### config.mk
export PLATFORM = sky130hd
export DESIGN_NAME = cvxif_ooo_coprocessor
export DESIGN_NICKNAME = d
export VERILOG_FILES = /design/src/rtl/cvxif_ooo_coprocessor.sv
export SDC_FILE = /design/constraint.sdc
export NUM_CORES = 1
export LEC_CHECK = 0
export CAP_MARGIN = 15
export CORE_ASPECT_RATIO = 1.75
export CORE_MARGIN = 2
export CORE_UTILIZATION = 27
export DETAILED_ROUTE_END_ITERATION = 10
export GPL_TIMING_DRIVEN = 1
export PLACE_DENSITY_LB_ADDON = 0.1
export RECOVER_POWER = 100
export SETUP_SLACK_MARGIN = 0.02
export SLEW_MARGIN = 5
export SYNTH_ARGS = -nofsm -noshare
export SYNTH_HDL_FRONTEND = slang
export SYNTH_SLANG_ARGS = --single-unit
### constraint.sdc
create_clock -name clk_i -period 9.94 [get_ports clk_i]
set_clock_uncertainty 0.15 [all_clocks]
set_input_delay 1.988 -clock clk_i [delete_from_list [all_inputs] [get_ports clk_i]]
set_output_delay 1.988 -clock clk_i [all_outputs]
set_load 0.005 [all_outputs]
### src/rtl/cvxif_ooo_coprocessor.sv
// cvxif_ooo_coprocessor
// Out-of-order CV-X-IF coprocessor. Up to DEPTH instructions are in flight,
// each held in its own slot. A slot runs its latency down-counter
// (latency = low LAT_W bits of the result) and waits for its commit. Results
// are returned by slot index, lowest READY slot first. A presented result
// stays locked until the core accepts it.
//
// Ports:
//   clk_i, rst_i         clock, synchronous active-high reset
//   issue_*              issue request, operands, destination, accept
//   commit_*             commit / kill by instruction ID
//   result_*             result handshake and payload (result_we_o = valid)
//   flush_i              only with CVXIF_COPRO_FLUSH_EN: drop uncommitted slots
//
// Build option: define CVXIF_COPRO_FLUSH_EN to add the flush_i input.
//
// Slot states:
//   state  | meaning
//   FREE   | slot unused, may be allocated
//   EXEC   | latency counter still running
//   WAIT   | counter done, commit not yet seen
//   READY  | done and committed, eligible for result
module cvxif_ooo_coprocessor #(
   parameter int XLEN   = 64,
   parameter int ID_W   = 3,
   parameter int DEPTH  = 4,
   parameter int NUM_RS = 3,
   parameter int LAT_W  = 4
) (
   input  logic              clk_i,
   input  logic              rst_i,
`ifdef CVXIF_COPRO_FLUSH_EN
   input  logic              flush_i,
`endif
   input  logic              issue_valid_i,
   output logic              issue_ready_o,
   input  logic [ID_W-1:0]   issue_id_i,
   input  logic [1:0]        issue_op_i,
   input  logic [XLEN-1:0]   issue_rs1_i,
   input  logic [XLEN-1:0]   issue_rs2_i,
   input  logic [XLEN-1:0]   issue_rs3_i,
   input  logic [4:0]        issue_rd_i,
   output logic              issue_accept_o,
   input  logic              commit_valid_i,
   input  logic [ID_W-1:0]   commit_id_i,
   input  logic              commit_kill_i,
   output logic              result_valid_o,
   input  logic              result_ready_i,
   output logic [ID_W-1:0]   result_id_o,
   output logic [4:0]        result_rd_o,
   output logic [XLEN-1:0]   result_data_o,
   output logic              result_we_o
);

   localparam int IDX_W = (DEPTH > 1) ? $clog2(DEPTH) : 1;

   localparam logic [1:0] S_FREE  = 2'd0;
   localparam logic [1:0] S_EXEC  = 2'd1;
   localparam logic [1:0] S_WAIT  = 2'd2;
   localparam logic [1:0] S_READY = 2'd3;

   localparam logic [1:0] OP_ADD2 = 2'b00;
   localparam logic [1:0] OP_ADD3 = 2'b01;
   localparam logic [1:0] OP_SUB  = 2'b10;

   logic [1:0]       state_q [DEPTH];
   logic [1:0]       state_d [DEPTH];
   logic [ID_W-1:0]  id_q    [DEPTH];
   logic [ID_W-1:0]  id_d    [DEPTH];
   logic [4:0]       rd_q    [DEPTH];
   logic [4:0]       rd_d    [DEPTH];
   logic [XLEN-1:0]  res_q   [DEPTH];
   logic [XLEN-1:0]  res_d   [DEPTH];
   logic [LAT_W-1:0] cnt_q   [DEPTH];
   logic [LAT_W-1:0] cnt_d   [DEPTH];
   logic             cmt_q   [DEPTH];
   logic             cmt_d   [DEPTH];
   logic             pres_lock_q, pres_lock_d;
   logic [IDX_W-1:0] pres_idx_q, pres_idx_d;

   logic             flush;
   logic             free_any, ready_any, op_legal, handshake, new_hit;
   logic [IDX_W-1:0] free_idx, ready_idx, sel_idx;
   logic [XLEN-1:0]  issue_res;

`ifdef CVXIF_COPRO_FLUSH_EN
   assign flush = flush_i;
`else
   assign flush = 1'b0;
`endif

   // A live slot's state follows from its counter and commit flag.
   function automatic logic [1:0] live_state(input logic [LAT_W-1:0] c, input logic cm);
      if (c != '0) return S_EXEC;
      return cm ? S_READY : S_WAIT;
   endfunction

   always_comb begin
      op_legal  = 1'b0;
      issue_res = '0;
      case (issue_op_i)
         OP_ADD2: begin op_legal = 1'b1;           issue_res = issue_rs1_i + issue_rs2_i; end
         OP_ADD3: begin op_legal = (NUM_RS == 3);  issue_res = issue_rs1_i + issue_rs2_i + issue_rs3_i; end
         OP_SUB:  begin op_legal = 1'b1;           issue_res = issue_rs1_i - issue_rs2_i; end
         default: ;
      endcase
   end

   // Lowest-index FREE and READY slots, from registered state only.
   always_comb begin
      free_any  = 1'b0;
      free_idx  = '0;
      ready_any = 1'b0;
      ready_idx = '0;
      for (int i = DEPTH - 1; i >= 0; i--) begin
         if (state_q[i] == S_FREE) begin
            free_any = 1'b1;
            free_idx = IDX_W'(i);
         end
         if (state_q[i] == S_READY) begin
            ready_any = 1'b1;
            ready_idx = IDX_W'(i);
         end
      end
   end

   assign issue_ready_o  = ~rst_i & free_any;
   assign issue_accept_o = issue_valid_i & issue_ready_o & op_legal & ~flush;

   // Once shown, the presented slot is held so a lower READY slot cannot preempt it.
   assign sel_idx        = pres_lock_q ? pres_idx_q : ready_idx;
   assign result_valid_o = ~rst_i & (pres_lock_q | ready_any);
   assign result_we_o    = result_valid_o;
   assign result_id_o    = id_q[sel_idx];
   assign result_rd_o    = rd_q[sel_idx];
   assign result_data_o  = res_q[sel_idx];
   assign handshake      = result_valid_o & result_ready_i;

   assign pres_lock_d = result_valid_o & ~result_ready_i;
   assign pres_idx_d  = sel_idx;
   assign new_hit     = commit_valid_i & (commit_id_i == issue_id_i);

   always_comb begin
      for (int i = 0; i < DEPTH; i++) begin
         state_d[i] = state_q[i];
         id_d[i]    = id_q[i];
         rd_d[i]    = rd_q[i];
         res_d[i]   = res_q[i];
         cnt_d[i]   = cnt_q[i];
         cmt_d[i]   = cmt_q[i];
         if (state_q[i] != S_FREE) begin
            if (commit_valid_i && (id_q[i] == commit_id_i) && !commit_kill_i)
               cmt_d[i] = 1'b1;
            if (cnt_q[i] != '0)
               cnt_d[i] = cnt_q[i] - 1'b1;
            state_d[i] = live_state(cnt_d[i], cmt_d[i]);
            if (commit_valid_i && (id_q[i] == commit_id_i) && commit_kill_i)
               state_d[i] = S_FREE;
            if (flush && !cmt_d[i])
               state_d[i] = S_FREE;
            if (handshake && (sel_idx == IDX_W'(i)))
               state_d[i] = S_FREE;
         end else if (issue_accept_o && (free_idx == IDX_W'(i))) begin
            id_d[i]    = issue_id_i;
            rd_d[i]    = issue_rd_i;
            res_d[i]   = issue_res;
            cnt_d[i]   = issue_res[LAT_W-1:0];
            cmt_d[i]   = new_hit & ~commit_kill_i;
            state_d[i] = (new_hit && commit_kill_i) ? S_FREE
                                                    : live_state(cnt_d[i], cmt_d[i]);
         end
      end
   end

   always_ff @(posedge clk_i) begin
      if (rst_i) begin
         for (int i = 0; i < DEPTH; i++) begin
            state_q[i] <= S_FREE;
            id_q[i]    <= '0;
            rd_q[i]    <= '0;
            res_q[i]   <= '0;
            cnt_q[i]   <= '0;
            cmt_q[i]   <= 1'b0;
         end
         pres_lock_q <= 1'b0;
         pres_idx_q  <= '0;
      end else begin
         for (int i = 0; i < DEPTH; i++) begin
            state_q[i] <= state_d[i];
            id_q[i]    <= id_d[i];
            rd_q[i]    <= rd_d[i];
            res_q[i]   <= res_d[i];
            cnt_q[i]   <= cnt_d[i];
            cmt_q[i]   <= cmt_d[i];
         end
         pres_lock_q <= pres_lock_d;
         pres_idx_q  <= pres_idx_d;
      end
   end

endmodule

Word-level counts from Yosys, hierarchy flattened. Memories as Yosys holds them, arrays and structs flattened. Cells that the tools add are included.

Add/subtract/negate cells: 7. $mul: 0. Divide/modulo/power cells: 0. Magnitude comparators: 0. Eq/ne operators: 25. Shift operators: 0. Muxes and demuxes: 157. Bitwise logic cells: 36. Reduce and logical (&&, ||, !) cells: 47.

Operators by type and width (number): $mux 64 (12); $pmux 64 s3 (1); $add 64x64->64 (2); $mux 2 (46); $mux 4 (20); $sub 64x64->64 (1); $mux 5 (12); $mux 1 (54); $mux 3 (12); $reduce_bool 4->1 (9); $or 1x1->1 (25); $logic_and 1x1->1 (21); $eq 2x2->1 const B (9); $sub 4x1->4 const B (4); $eq 3x3->1 (5); $logic_not 2->1 (7); $reduce_and 3->1 (4); $and 1x1->1 (8); $ne 2x2->1 const B (4); $reduce_bool 2->1 (4); $eq 2x1->1 const B (3); $ne 1x1->1 const B (4); $not 1->1 (3); $reduce_or 3->1 (1); $logic_not 1->1 (1).

Flip-flop bits (word level): 3. Latch bits: 0. Memory bits (writable): 316. Bits in read-only memories: 0. Bits of input ports: 211. Output and inout bits: 76. Word-level logic and storage cells: 280. Memories kept: 6.

Memories: res_q (words 4, bits a word 64, rd ports 1, clocked after Yosys merged registers in 0, write ports 4, RTL line 72) `logic [XLEN-1:0] res_q [DEPTH];`; rd_q (words 4, bits a word 5, rd ports 1, clocked after Yosys merged registers in 0, write ports 4, RTL line 70) `logic [4:0] rd_q [DEPTH];`; cnt_q (words 4, bits a word 4, rd ports 4, clocked after Yosys merged registers in 0, write ports 4, RTL line 74) `logic [LAT_W-1:0] cnt_q [DEPTH];`; id_q (words 4, bits a word 3, rd ports 5, clocked after Yosys merged registers in 0, write ports 4, RTL line 68) `logic [ID_W-1:0] id_q [DEPTH];`; state_q (words 4, bits a word 2, rd ports 4, clocked after Yosys merged registers in 0, write ports 4, RTL line 66) `logic [1:0] state_q [DEPTH];`; cmt_q (words 4, bits a word 1, rd ports 4, clocked after Yosys merged registers in 0, write ports 4, RTL line 76) `logic cmt_q [DEPTH];`.

Depth between registers and ports, before layout. An unclocked memory read counts as a cell.

Depth after elaboration: 17. Mapped depth: 25. Depth with buffers taken out: 25.

Worst setup path after synthesis. No wires, ideal clock.

Path type: input port to flip-flop. From: in issue_rs2_i[8]. To: mem res_q[0][62] (data pin). Setup time: 0.261 ns. Data arrival time: 6.887 ns. Slack: 2.642 ns. Stages: 21. Path buffers: 0. Cells stage by stage: inv_1 ha_1 or3b_1 and3_1 a41o_1 or4_1 a21bo_2 a21oi_1 nor2_1 o21ai_0 xnor2_1 ha_1 nand4_1 or2_2 or4_1 o32ai_1 a21oi_1 o21ai_1 xnor2_1 nor2_1 a221o_1.

RTL lines: start: declaration (RTL line 40) `input logic [XLEN-1:0] issue_rs2_i,`; end: declaration (RTL line 72).

==> results.md <==
* Status: complete, but fails checks
* Failing checks: max-capacitance violations, max-slew violations
* Cts bufs inserted at 29
* Depth of the CTS H-tree at 1
* Ys async rst share at 0%
* Worst-path clk slew at approximately 0.07 ns
* Setup bufs post-CTS at 0
* Synthesized area at around 28,000 um2
* Setup TNS at 0 ns
* DRC at 0
* Clk Latency, worst-skew pair at around 0.59 ns
* Pwr/cell area at roughly 160 nW/um2
* Ys Warns at 0
* CTS tree: built
* Cts hold-fix bufs at 0
* Fmax at 111 MHz
* Critical path type: in2reg
* Relative slew margins at -126%
* Library cells used by synthesis at 101
* Largest net degree at the start of global routing at approximately 150
* Vias at around 26k
* Placer congestion estimate at between 0.9 and 1
* Post-cts sizing count at 0
* Routed length per instance at roughly 24 um
* Max-cap violation count at 14
* Die extent in y at between 400 and 500 um
* Layout Nets at approximately 4k
* Post-Layout Inst Area at ~33,000 um2
* Worst Tran Pin Value at 3.39 ns
* Post-DP HPWL at 88,700 um
* DRT antenna net count at 0
* Clock net sink count at 319
* CTS max path bufs at 3
* Ys flop type: edfxtp_1
* Routed metal-1 wire length at 48,200 um
* EDFF count, synth at 276
* Wirelength, routed at between 100,000 and 150,000 um
* Row count at between 150 and 200
* Max-slew violations at between 500 and 600
* DR iter-0 viols at between 1.5k and 2k
* Final setup fails at 0
* Vias in the first global route at ~26k
* First-pass GRT wire length at 171,000 um
* Starting Density at between 20% and 30%
* Layout cell share with drive strength beyond 1 at under 10%
* Crit-path max FO at 8
* Core area at between 100,000 and 150,000 um2
* Full die area at between 100,000 and 150,000 um2
* DR WL met3 at 3500 um
* GRT overflow at 0
* Post-Syn Nets at 3,794
* Final min period at about 9 ns
* RSZ-0062 raised after global routing: no
* Length of routed met2 wiring at 59,600 um
* Port Buffers at 286
* Worst Path Arrival at slightly above 9 ns
* Total Power at roughly 5.1 mW
* Startpoint class of the critical path: input port
* Die Wd at approximately 250 um
* Mapped Cells at 3,380
* Clock Tree Root: clkbuf_16
* Register bit total from synthesis at ~320
* Tcrit/Tclk final at 90.8%
* Crit. End Element: register
* Top Ports at roughly 290
* Top Layer Used: met4
* Area growth from synthesis to layout at 17.8%
* VDD IR max at between 100 and 150 uV
* Via density at between 5 and 6
* Antenna violations before repair at 4
* GR Util All Layers at between 20% and 30%
* Lkg Pwr at 12.4 nW
* WHS at approximately 0.35 ns
* Syn Area/Cell at slightly above 8 um2
* Drt pass-1 iters at 7
* Dpl cell area at 31,800 um2
* Post-synthesis sequential area ratio at about 33%
* Worst Path Required at ~10 ns
* Final hold violations at 0
* Worst hold path class: reg2reg
## sequential cells by signal, indices dropped and copies added (netlist names)
name         flops
res_q          256
rd_q            20
cnt_q           16
id_q            12
state_q          8
cmt_q            4
pres_idx_q       2
pres_lock_q      1
## layer usage
| layer | vias up | GRT usage [%] |
|---|---|---|
| met4 | 0 | 9.61 |
| met5 | - | 0 |
| met3 | 191 | 1.09 |
| met1 | 12800 | 25.8 |
| met2 | 711 | 39.6 |
| li1 | 12500 | - |
## final timing paths
kind / startpoint / end / slack (ns) / depth (start not counted)
setup / recovery: issue_rs2_i[2] / res_q[3][62]$_SDFFCE_PN0P_ / 0.91 / 22
hold / removal: cmt_q[2]$_SDFFE_PP0P_ / cmt_q[2]$_SDFFE_PP0P_ / 0.35 / 2
setup reg to reg: state_q[2][0]$_SDFFE_PP0P_ / res_q[2][10]$_SDFFCE_PN0P_ / 2.87 / 8
hold reg to reg: cmt_q[2]$_SDFFE_PP0P_ / cmt_q[2]$_SDFFE_PP0P_ / 0.35 / 2
## metrics by stage
| step | instances | utilization, % | setup WS [ns] |
|---|---|---|---|
| 2_1_floorplan | 3380 | - | 2.64 |
| 3_3_place_gp | 4836 | 31.2 | 0.745 |
| 3_5_place_dp | 4836 | 31.2 | 0.751 |
| 4_1_cts | 4888 | 32.2 | 1.35 |
| 5_1_grt | 4891 | 32.0 | 0.537 |
| 6_report | 4891 | 32.0 | 0.914 |
## final cells by class
class / instances / area (um2)
Multi-Input combinational cell: 2681 / 17000
Inverter: 170 / 638
Tap cell: 1334 / 1670
Fill cell: 11000 / 69200
Timing Repair Buffer: 334 / 3160
Clock buffer: 35 / 748
Clock inverter: 17 / 200
Antenna cell: 1 / 2.50
Sequential cell: 319 / 9150
## where the power goes
| part | total [mW] | switching [mW] | internal (mW) |
|---|---|---|---|
| clock network | 1.17 | 0.524 | 0.642 |
| registers | 1.64 | 0.0440 | 1.60 |
| logic | 2.29 | 1.45 | 0.844 |
## worst max-delay path, cell delays in order
cell,delay (ns)
dlygate4sd3_1,0.55
inv_1,0.05
ha_1,0.43
nor3_1,0.10
o31ai_1,0.36
a21oi_1,0.22
or4b_1,0.68
a31oi_1,0.43
o21ai_0,0.26
a21oi_1,0.41
o21ai_0,0.30
xnor2_1,0.20
ha_1,0.46
nand4_1,0.16
or2_2,0.35
or4_1,0.52
o32ai_1,0.49
a21oi_1,0.25
o21ai_0,0.28
xnor2_1,0.18
nor2_1,0.13
a221o_1,0.40
## cells by family after synthesis
group	synth area share [%]
mux	0.977
simple gates	20.8
compound gates	24.5
buf+inv	5.39
xor+xnor	6.01
flops	33.1
fa+ha+maj	9.26
## cells in the final DEF (no fill, tap or decap), types with 9 or more instances in the layout
| master | count |
|---|---|
| or2_2 | 12 |
| xnor2_1 | 153 |
| nand3b_1 | 14 |
| a211oi_1 | 108 |
| o31ai_1 | 40 |
| a22oi_1 | 24 |
| nand2_1 | 351 |
| a21boi_0 | 14 |
| nand4_1 | 56 |
| a21o_1 | 75 |
| nand2b_1 | 18 |
| dlygate4sd3_1 | 74 |
| nor3_1 | 59 |
| and2_1 | 86 |
| or3_1 | 18 |
| clkbuf_16 | 29 |
| clkdlybuf4s50_1 | 210 |
| nand3_1 | 36 |
| buf_4 | 27 |
| nor2_1 | 452 |
| nor4_1 | 41 |
| a31oi_1 | 110 |
| nor2b_1 | 27 |
| edfxtp_1 | 276 |
| dfxtp_1 | 43 |
| nor3b_1 | 9 |
| o21ai_0 | 134 |
| o22ai_1 | 15 |
| xor2_1 | 35 |
| and3_1 | 23 |
| clkbuf_1 | 22 |
| ha_1 | 200 |
| inv_1 | 165 |
| and2_0 | 17 |
| o211ai_1 | 26 |
| o21bai_1 | 47 |
| a21oi_1 | 281 |
| a221oi_1 | 15 |
| mux2i_1 | 18 |
| o21a_1 | 11 |
## cell usage after synthesis, types with 19 or more instances
library cell / count / area share (%)
nor2_1: 454 / 6.2
a21o_1: 75 / 2.0
inv_1: 166 / 2.3
a31oi_1: 110 / 2.5
o21ai_0: 128 / 2.3
xnor2_1: 153 / 4.8
nor4_1: 41 / 0.93
xor2_1: 35 / 1.1
clkbuf_1: 150 / 2.0
buf_2: 34 / 0.61
buf_1: 22 / 0.30
nand2_1: 351 / 4.8
nor3_1: 59 / 1.1
nand4_1: 56 / 1.3
a21oi_1: 279 / 5.0
and3_1: 23 / 0.52
nand3_1: 36 / 0.65
and2_1: 102 / 2.3
a22oi_1: 25 / 0.68
ha_1: 200 / 9.0
o31ai_1: 39 / 1.1
dfxtp_1: 43 / 3.1
o211ai_1: 26 / 0.71
nand2b_1: 19 / 0.43
o21bai_1: 47 / 1.3
edfxtp_1: 276 / 30
a211oi_1: 108 / 2.9
nor2b_1: 27 / 0.61
Note: power is estimated with default switching activity, not from simulation.
